==> config.mk <==
export PLATFORM = sky130hd
export DESIGN_NAME = mem_block_responder
export DESIGN_NICKNAME = d
export VERILOG_FILES = /design/src/rtl/mem_pkg.sv /design/src/rtl/mem_line_buffer.sv /design/src/rtl/mem_block_responder.sv
export SDC_FILE = /design/constraint.sdc
export NUM_CORES = 1
export LEC_CHECK = 0
export ABC_AREA = 1
export CORE_AREA = 4 4 246 248
export DETAILED_ROUTE_END_ITERATION = 12
export DIE_AREA = 0 0 250 252
export GPL_ROUTABILITY_DRIVEN = 0
export PLACE_DENSITY = 0.66
export SYNTH_ARGS = -nofsm -noshare
export SYNTH_HDL_FRONTEND = slang
export SYNTH_SLANG_ARGS = --single-unit
==> constraint.sdc <==
create_clock -name clk -period 2.59 [get_ports clk]
set_clock_uncertainty 0.1 [all_clocks]
set_input_delay 0.3885 -clock clk [delete_from_list [all_inputs] [get_ports clk]]
set_output_delay 0.3885 -clock clk [all_outputs]
set_load 0.02 [all_outputs]
==> src/rtl/mem_pkg.sv <==
// Shared definitions for the memory-side line responder: widths, beat geometry,
// FSM state encoding and a helper that selects one word out of a cache line.
package mem_pkg;

    localparam int ADDR_WIDTH = 28;
    localparam int DATA_WIDTH = 32;
    localparam int BLOCK_SIZE = 256;
    localparam int BEATS      = BLOCK_SIZE / DATA_WIDTH;
    localparam int BEAT_WIDTH = $clog2(BEATS);
    localparam int TAG_WIDTH  = ADDR_WIDTH - BEAT_WIDTH;

    typedef enum logic [1:0] {
        IDLE       = 2'b00,
        READ_BEAT  = 2'b01,
        WRITE_BEAT = 2'b10,
        RESPOND    = 2'b11
    } state_t;

    function automatic logic [DATA_WIDTH-1:0] line_word(
        input logic [BLOCK_SIZE-1:0] line,
        input logic [BEAT_WIDTH-1:0] k
    );
        return line[int'(k) * DATA_WIDTH +: DATA_WIDTH];
    endfunction

endpackage

==> src/rtl/mem_line_buffer.sv <==
// One cache line of storage: loaded whole when a request is accepted, patched
// one word at a time as read beats return, and read back one word at a time.
module mem_line_buffer
    import mem_pkg::*;
(
    input  logic                  clk,
    input  logic                  rst_n,
    input  logic                  load,
    input  logic [BLOCK_SIZE-1:0] load_line,
    input  logic                  word_we,
    input  logic [BEAT_WIDTH-1:0] word_idx,
    input  logic [DATA_WIDTH-1:0] word_data,
    output logic [BLOCK_SIZE-1:0] line_data,
    output logic [DATA_WIDTH-1:0] rd_word
);

    logic [BLOCK_SIZE-1:0] line_q;

    // A full-line load wins over a word patch; the two never coincide in the FSM.
    always_ff @(posedge clk or negedge rst_n) begin
        if (!rst_n) begin
            line_q <= '0;
        end else if (load) begin
            line_q <= load_line;
        end else if (word_we) begin
            line_q[int'(word_idx) * DATA_WIDTH +: DATA_WIDTH] <= word_data;
        end
    end

    assign line_data = line_q;
    assign rd_word   = line_word(line_q, word_idx);

endmodule

==> src/rtl/mem_block_responder.sv <==
// Turns one 256-bit line read/write request into eight sequential 32-bit RAM
// beats, then pulses mem_ready with the line for a single cycle.
module mem_block_responder
    import mem_pkg::*;
(
    input  logic                  clk,
    input  logic                  rst_n,
    input  logic [ADDR_WIDTH-1:0] mem_addr,
    input  logic [BLOCK_SIZE-1:0] mem_wr,
    input  logic                  mem_rw,
    input  logic                  mem_valid,
    output logic [BLOCK_SIZE-1:0] mem_rd,
    output logic                  mem_ready,
    output logic [ADDR_WIDTH-1:0] ram_addr,
    output logic [DATA_WIDTH-1:0] ram_wdata,
    output logic                  ram_we,
    output logic                  ram_req,
    input  logic                  ram_ack,
    input  logic [DATA_WIDTH-1:0] ram_rdata
);

    state_t                state;
    state_t                state_next;
    logic [BEAT_WIDTH-1:0] beat;
    logic [BEAT_WIDTH-1:0] beat_next;
    logic [TAG_WIDTH-1:0]  tag;
    logic                  capture;
    logic                  word_we;
    logic                  busy;
    logic [BLOCK_SIZE-1:0] line_data;
    logic [DATA_WIDTH-1:0] rd_word;
    logic                  unused_addr_bits;

    // The low address bits select a beat, which this block generates itself.
    assign unused_addr_bits = ^mem_addr[BEAT_WIDTH-1:0];

    mem_line_buffer u_line_buffer (
        .clk       (clk),
        .rst_n     (rst_n),
        .load      (capture),
        .load_line (mem_wr),
        .word_we   (word_we),
        .word_idx  (beat),
        .word_data (ram_rdata),
        .line_data (line_data),
        .rd_word   (rd_word)
    );

    always_ff @(posedge clk or negedge rst_n) begin
        if (!rst_n) begin
            state <= IDLE;
            beat  <= '0;
            tag   <= '0;
        end else begin
            state <= state_next;
            beat  <= beat_next;
            if (capture) begin
                tag <= mem_addr[ADDR_WIDTH-1:BEAT_WIDTH];
            end
        end
    end

    // mem_valid is only looked at on an ack, so a beat in flight always finishes.
    always_comb begin
        state_next = state;
        beat_next  = beat;
        capture    = 1'b0;
        word_we    = 1'b0;
        case (state)
            IDLE: begin
                if (mem_valid) begin
                    capture    = 1'b1;
                    beat_next  = '0;
                    state_next = mem_rw ? WRITE_BEAT : READ_BEAT;
                end
            end
            READ_BEAT, WRITE_BEAT: begin
                if (ram_ack) begin
                    word_we   = (state == READ_BEAT);
                    beat_next = beat + BEAT_WIDTH'(1);
                    if (!mem_valid) begin
                        state_next = IDLE;
                        beat_next  = '0;
                    end else if (beat == BEAT_WIDTH'(BEATS - 1)) begin
                        state_next = RESPOND;
                    end
                end
            end
            RESPOND: begin
                state_next = IDLE;
            end
            default: begin
                state_next = IDLE;
            end
        endcase
    end

    assign busy      = (state == READ_BEAT) || (state == WRITE_BEAT);
    assign ram_req   = busy;
    assign ram_we    = (state == WRITE_BEAT);
    assign ram_addr  = busy ? {tag, beat} : '0;
    assign ram_wdata = busy ? rd_word : '0;
    assign mem_ready = (state == RESPOND);
    assign mem_rd    = mem_ready ? line_data : '0;

endmodule

Word level (Yosys, flattened, before mapping):

Cells that the tools add are included.

* bits in registers: 286
* latch bits: 0
* RAM bits: 0
* bits in read-only memories: 0
* logic and storage cells: 43
* memories kept: 0

* add/sub/neg operators: 2
* multipliers: 0
* divide/modulo/power cells: 0
* $lt $le $gt $ge: 0
* eq/ne operators: 7
* shift-type cells: 3
* mux-type cells: 20
* bitwise gates (word level): 0
* reduce and logical (&&, ||, !) cells: 7

Operators with widths (number)
* 256-bit 2-to-1 mux: 3
* 256-bit bitwise mux: 1
* 32-bit by 33-bit variable shift with 256-bit output, first input constant: 1
* 256-bit by 9-bit variable part select with 32-bit output: 1
* 32-bit by 33-bit variable part select with 256-bit output: 1
* 8-bit negation with 33-bit output: 1
* 32-bit 2-to-1 mux: 1
* 28-bit 2-to-1 mux: 1
* 2-bit 2-to-1 mux: 5
* 3-bit 2-to-1 mux: 3
* 2-bit case mux with 3 select lines: 1
* 3-bit case mux with 2 select lines: 1
* 3-bit AND reduction: 2
* 2-bit equality test, second input constant: 2
* 1-bit 2-to-1 mux: 4
* 2-bit inequality test, second input constant: 2
* 2-bit nonzero test: 2
* 3-bit by 1-bit adder with 3-bit output, second input constant: 1
* 3-bit equality test, second input constant: 1
* 3-bit inequality test, second input constant: 1
* 2-bit by 1-bit equality test with 1-bit output, second input constant: 1
* 2-bit zero test: 1
* 2-bit OR reduction: 1
* 1-bit logical OR: 1

Longest topological paths before layout:

Gate-level depths: netlist (run 1).

* depth after elaboration: 5
* mapped depth: 14
* depth with buffers taken out: 11

Hierarchy:

Synthesis (run 1) repeated with hierarchy kept, for this count alone.

* cell total of the unflattened synthesis: 3271
* area, all modules: 19900.3 sq um

Modules (own cells, without submodules)
* mem_line_buffer: times used 1, cells each 2447, area an instance 15864.0 sq um
* mem_block_responder: times used 1, cells each 824, area an instance 4036.4 sq um

Worst setup path after synthesis (run 1):

No wires, ideal clock.

* path type: reg2reg
* start point: reg beat[0]
* end point: reg u_line_buffer.line_q[10], in the netlist u_line_buffer.line_data[10]
* setup time: 0.066 ns
* data arrival time: 2.480 ns
* slack: -0.057 ns
* cell stages (with the launch flop): 14
* clock period less this slack: 2.647 ns
* cells stage by stage: dfrtp_1 -> inv_2 -> buf_2 -> clkbuf_1 -> ha_1 -> ha_1 -> inv_2 -> nand3_1 -> nor2_2 -> nand2_1 -> nand2_1 -> buf_2 -> nand2_1 -> nand2_1

* longest elaborated chain between the ends: 5
* elaborated cells on any way between the ends: 6

Ends and longest elaborated chain
* from (decl): line mem_block_responder.sv:24 `logic [BEAT_WIDTH-1:0] beat;`
* from (signal assigned): line mem_block_responder.sv:56 `beat <= beat_next;`
* 8-bit negation with 33-bit output (*): line mem_line_buffer.sv:26 `line_q[int'(word_idx) * DATA_WIDTH +: DATA_WIDTH] <= word_data;`
* 32-bit by 33-bit variable part select with 256-bit output or 32-bit by 33-bit variable shift with 256-bit output (tied branches): line mem_line_buffer.sv:26
* 256-bit bitwise mux (*): line mem_line_buffer.sv:26
* 256-bit 2-to-1 mux (*): line mem_line_buffer.sv:25 `end else if (word_we) begin`
* 256-bit 2-to-1 mux (*): line mem_line_buffer.sv:23 `end else if (load) begin`
* to (signal assigned): line mem_line_buffer.sv:24 `line_q <= load_line;`
* to (signal, indexed assignment): line mem_line_buffer.sv:26
* to (decl): line mem_line_buffer.sv:17 `logic [BLOCK_SIZE-1:0] line_q;`

Mark *: on every way between the ends. The rest lies on a longest branch, timed or not. The select of a mux whose other input is x is not followed.
A chain may end at the register's enable or synchronous reset.

Worst setup path after layout (run 1):

* start point: reg beat[0]
* end point: out ram_wdata[13]

* longest elaborated chain between the ends: 2

Ends and longest elaborated chain
* 256-bit by 9-bit variable part select with 32-bit output: line mem_pkg.sv:23 `return line[int'(k) * DATA_WIDTH +: DATA_WIDTH];`
* 32-bit 2-to-1 mux: line mem_block_responder.sv:102 `assign ram_wdata = busy ? rd_word : '0;`
* to (decl): line mem_block_responder.sv:15 `output logic [DATA_WIDTH-1:0] ram_wdata,`

Every way passes these cells.

==> metrics, run 1 <==
crit path max fanout 7; number of global-route vias before repair 24.1k; final routed DRC violation total 0; IO Port Bufs 636; slew margin rel. 0.519; Skew-Pair Late Insertion Delay 0.55 ns; Worst Setup End Kind output pin; Total GRT Usage 0.336; top cell type's share of synthesized area 0.366; post-synth top area cell dfrtp_1; CP max-delay cell dfrtp_4; Setup crit start kind flop; Hold Crit Class input port to flop; pin count of the biggest net entering global routing 97; Crit. Startpoint beat[0]; final-report hold violation count 0; period utilization 1.07; antenna violations before repair 20; wire length per cell 24.3 µm; sequential area share after synthesis 0.366; Die Area 0.0630 mm²; Area Growth Syn to Fin 54.4%; failing checks setup timing; TritonCTS buffer count 36; Hold Slack 0.273 ns; Initial Utilization 0.335; DRT antenna net count 0; vias per cell 5.34; Max Cap Viol 0; die height 252 µm; Worst-path clk slew 0.06 ns; Filler Cells Inserted 5981; DR pass1 iterations 6; RSZ-0062 raised after global routing yes; most frequent CP cell buf_12; DR vias 25.4k; fin crit period 2.77 ns; GRT Residual Overflow 0; yosys warns 0; crit path kind flop to output pin; Routed WL 115 mm; CP bufs+invs 5; Cell Chain, Critical Path buf_12 -> buf_12 -> buf_16 -> clkbuf_16 -> nor2_4 -> o22ai_2 -> nand2_2 -> nand2_2 -> buf_12; Worst IR Drop VDD 636 µV; Required @ worst endpoint 2.10 ns; Fmax 361 MHz; status finished with violations; cell row count 89; Lkg Pwr 17.2 nW; TritonCTS Sinks 286; Slew Limit Fails 0; maximum clock insertion buffer count 3; RR Endpoint u_line_buffer.line_data[4]; Area contributors post-synth dfrtp_1, nand2_1, nand3_1; critical path depth 9; CP arrival 2.28 ns; slowest cell delay on critical path 0.50 ns; H-tree depth 2; synthesized area per cell 5.91 µm²; layout cell share with drive strength beyond 1 0.175; Top-Level Pins 640; flops & latches, synth 286; Cell Area, Synth 0.0196 mm²; Core Area 0.0585 mm²; Worst path top cell family by delay buffers and inverters; Placed Area 0.0272 mm²; Reg-to-Reg Start beat[0]; global-route wire length before repair 158 mm; Initial DRC Count 2663; Final nets 4277; Detailed Place HPWL 81.3 mm; PwrDens 1050 mW/mm²; chip width 250 µm; CP Capture Point ram_wdata[13]; Final Worst Setup Slack -0.181 ns; FF-to-FF path depth 12; clock root buffer clkbuf_16; CTS tree yes; Syn Nets 3645; Yosys cell types 18; Setup-failing EPs final 31; Worst Max-Slew Pin Slew 0.722 ns; cell area after layout 0.0302 mm²; FF-to-FF setup slack 0.06 ns; Syn Inst Count 3312
==> power by group <==
part	internal (mW)	total (mW)	switching, mW
combinational	7.21	18.2	11.0
sequential	6.39	8.49	2.10
clock	3.05	5.18	2.13
total	16.7	31.9	15.2
==> area by class of cell <==
| class | count | area, µm² | area share |
|---|---|---|---|
| Multi-Input combinational cell | 2462 | 10800 | 0.358 |
| Timing Repair Buffer | 830 | 8810 | 0.292 |
| Tap cell | 773 | 967 | 0.0320 |
| Antenna cell | 11 | 27.5 | 0.000911 |
| Sequential cell | 286 | 7160 | 0.237 |
| Clock buffer | 50 | 1020 | 0.0339 |
| Clock inverter | 10 | 130 | 0.00431 |
| Timing Repair inverter | 1 | 8.76 | 0.000290 |
| Inverter | 327 | 1250 | 0.0415 |
==> cell usage in the layout, fill, tap and decap left out, types with 60 or more instances in the layout <==
cell type and count:
o21ai_1 61, buf_12 60, nand2_1 1387, buf_2 61, nand2_2 63, buf_4 160
dfrtp_1 284, nand3_1 447, clkdlybuf4s50_1 316, buf_6 77, nor2_1 295, o21ai_0 82
inv_1 303
==> tightest hold or removal path: cells and delay by family <==
family / cells / cell delay, ns
AND/OR/NAND/NOR: 2 / 0.10
buffers and inverters: 1 / 0.39
==> registers in the layout (all words and copies together) (netlist names) <==
signal                   count
beat                         3
state                        2
tag                         25
u_line_buffer.line_data    256
==> timing repair <==
| action | 4_1_cts | 5_1_grt |
|---|---|---|
| hold buffers | 1 | 0 |
| hold endpoints to repair | 38 | 0 |
| pin swaps | 30 | 74 |
| cloned | 17 | 25 |
| setup buffers | 32 | 20 |
| gates resized for setup | 678 | 328 |
| setup endpoints to repair | 271 | 445 |
==> per-layer routing <==
layer,global-route usage,routed length [µm],share of wire,vias up
li1,-,-,-,11500
met1,0.385,40700,0.35,11900
met2,0.572,54000,0.47,1578
met3,0.0724,11400,0.099,374
met4,0.212,8920,0.077,20
met5,0,126,0.0011,-
==> Yosys cell counts <==
master	n
buf_1	28
buf_2	34
clkbuf_1	175
dfrtp_1	286
ha_1	12
inv_1	324
inv_2	2
inv_4	1
nand2_1	1459
nand3_1	447
nand3_4	1
nand3b_1	3
nand4_1	4
nor2_1	333
nor2_2	4
o21ai_0	161
o21ai_1	6
o22ai_1	32
==> how the worst min path moves through the flow <==
stage	startpoint	cells past startpoint	to	slack [ns]
global placement	rst_n	1	u_line_buffer.line_data[7]	0.26
detailed placement	rst_n	1	u_line_buffer.line_data[7]	0.26
CTS	mem_addr[15]	3	tag[12]	0.25
finish	mem_addr[15]	3	tag[12]	0.27
global route	mem_addr[25]	3	tag[22]	0.26
floorplan	rst_n	0	beat[0]	-0.007
==> per-stage QoR <==
step | power (mW) | std cells | util | setup TNS [ns] | setup WS (ns)
after floorplan | 16.1 | 3312 | - | 0 | 0.0628
after global placement | 23.2 | 4591 | 0.464 | -0.115 | -0.0631
after detailed placement | 23.4 | 4591 | 0.464 | -0.166 | -0.0674
after CTS | 29.9 | 4700 | 0.502 | -3.85 | -0.216
after global routing | 33.5 | 4743 | 0.516 | -5.15 | -0.269
final | 31.9 | 4750 | 0.517 | -3.45 | -0.181
==> cell families (layout without fill, tap and decap cells) <==
logic type / Yosys count / in the layout / share of synthesized area
adder cells (fa/ha/maj): 12 / 12 / 0.00768
other: 0 / 11 / 0
flip-flops: 286 / 286 / 0.366
buffers and inverters: 564 / 1218 / 0.111
AND/OR/NAND/NOR: 2251 / 2251 / 0.463
AO/OA/AOI/OAI: 199 / 199 / 0.0530
No activity file was read; power rests on OpenSTA's default activity.
==> inputs of run 2 (changes only) <==
HOLD_SLACK_MARGIN = 0.08   (was unset)
==> results of run 2 <==
No change in the layout: final DEF, timing and power equal those of run 1.
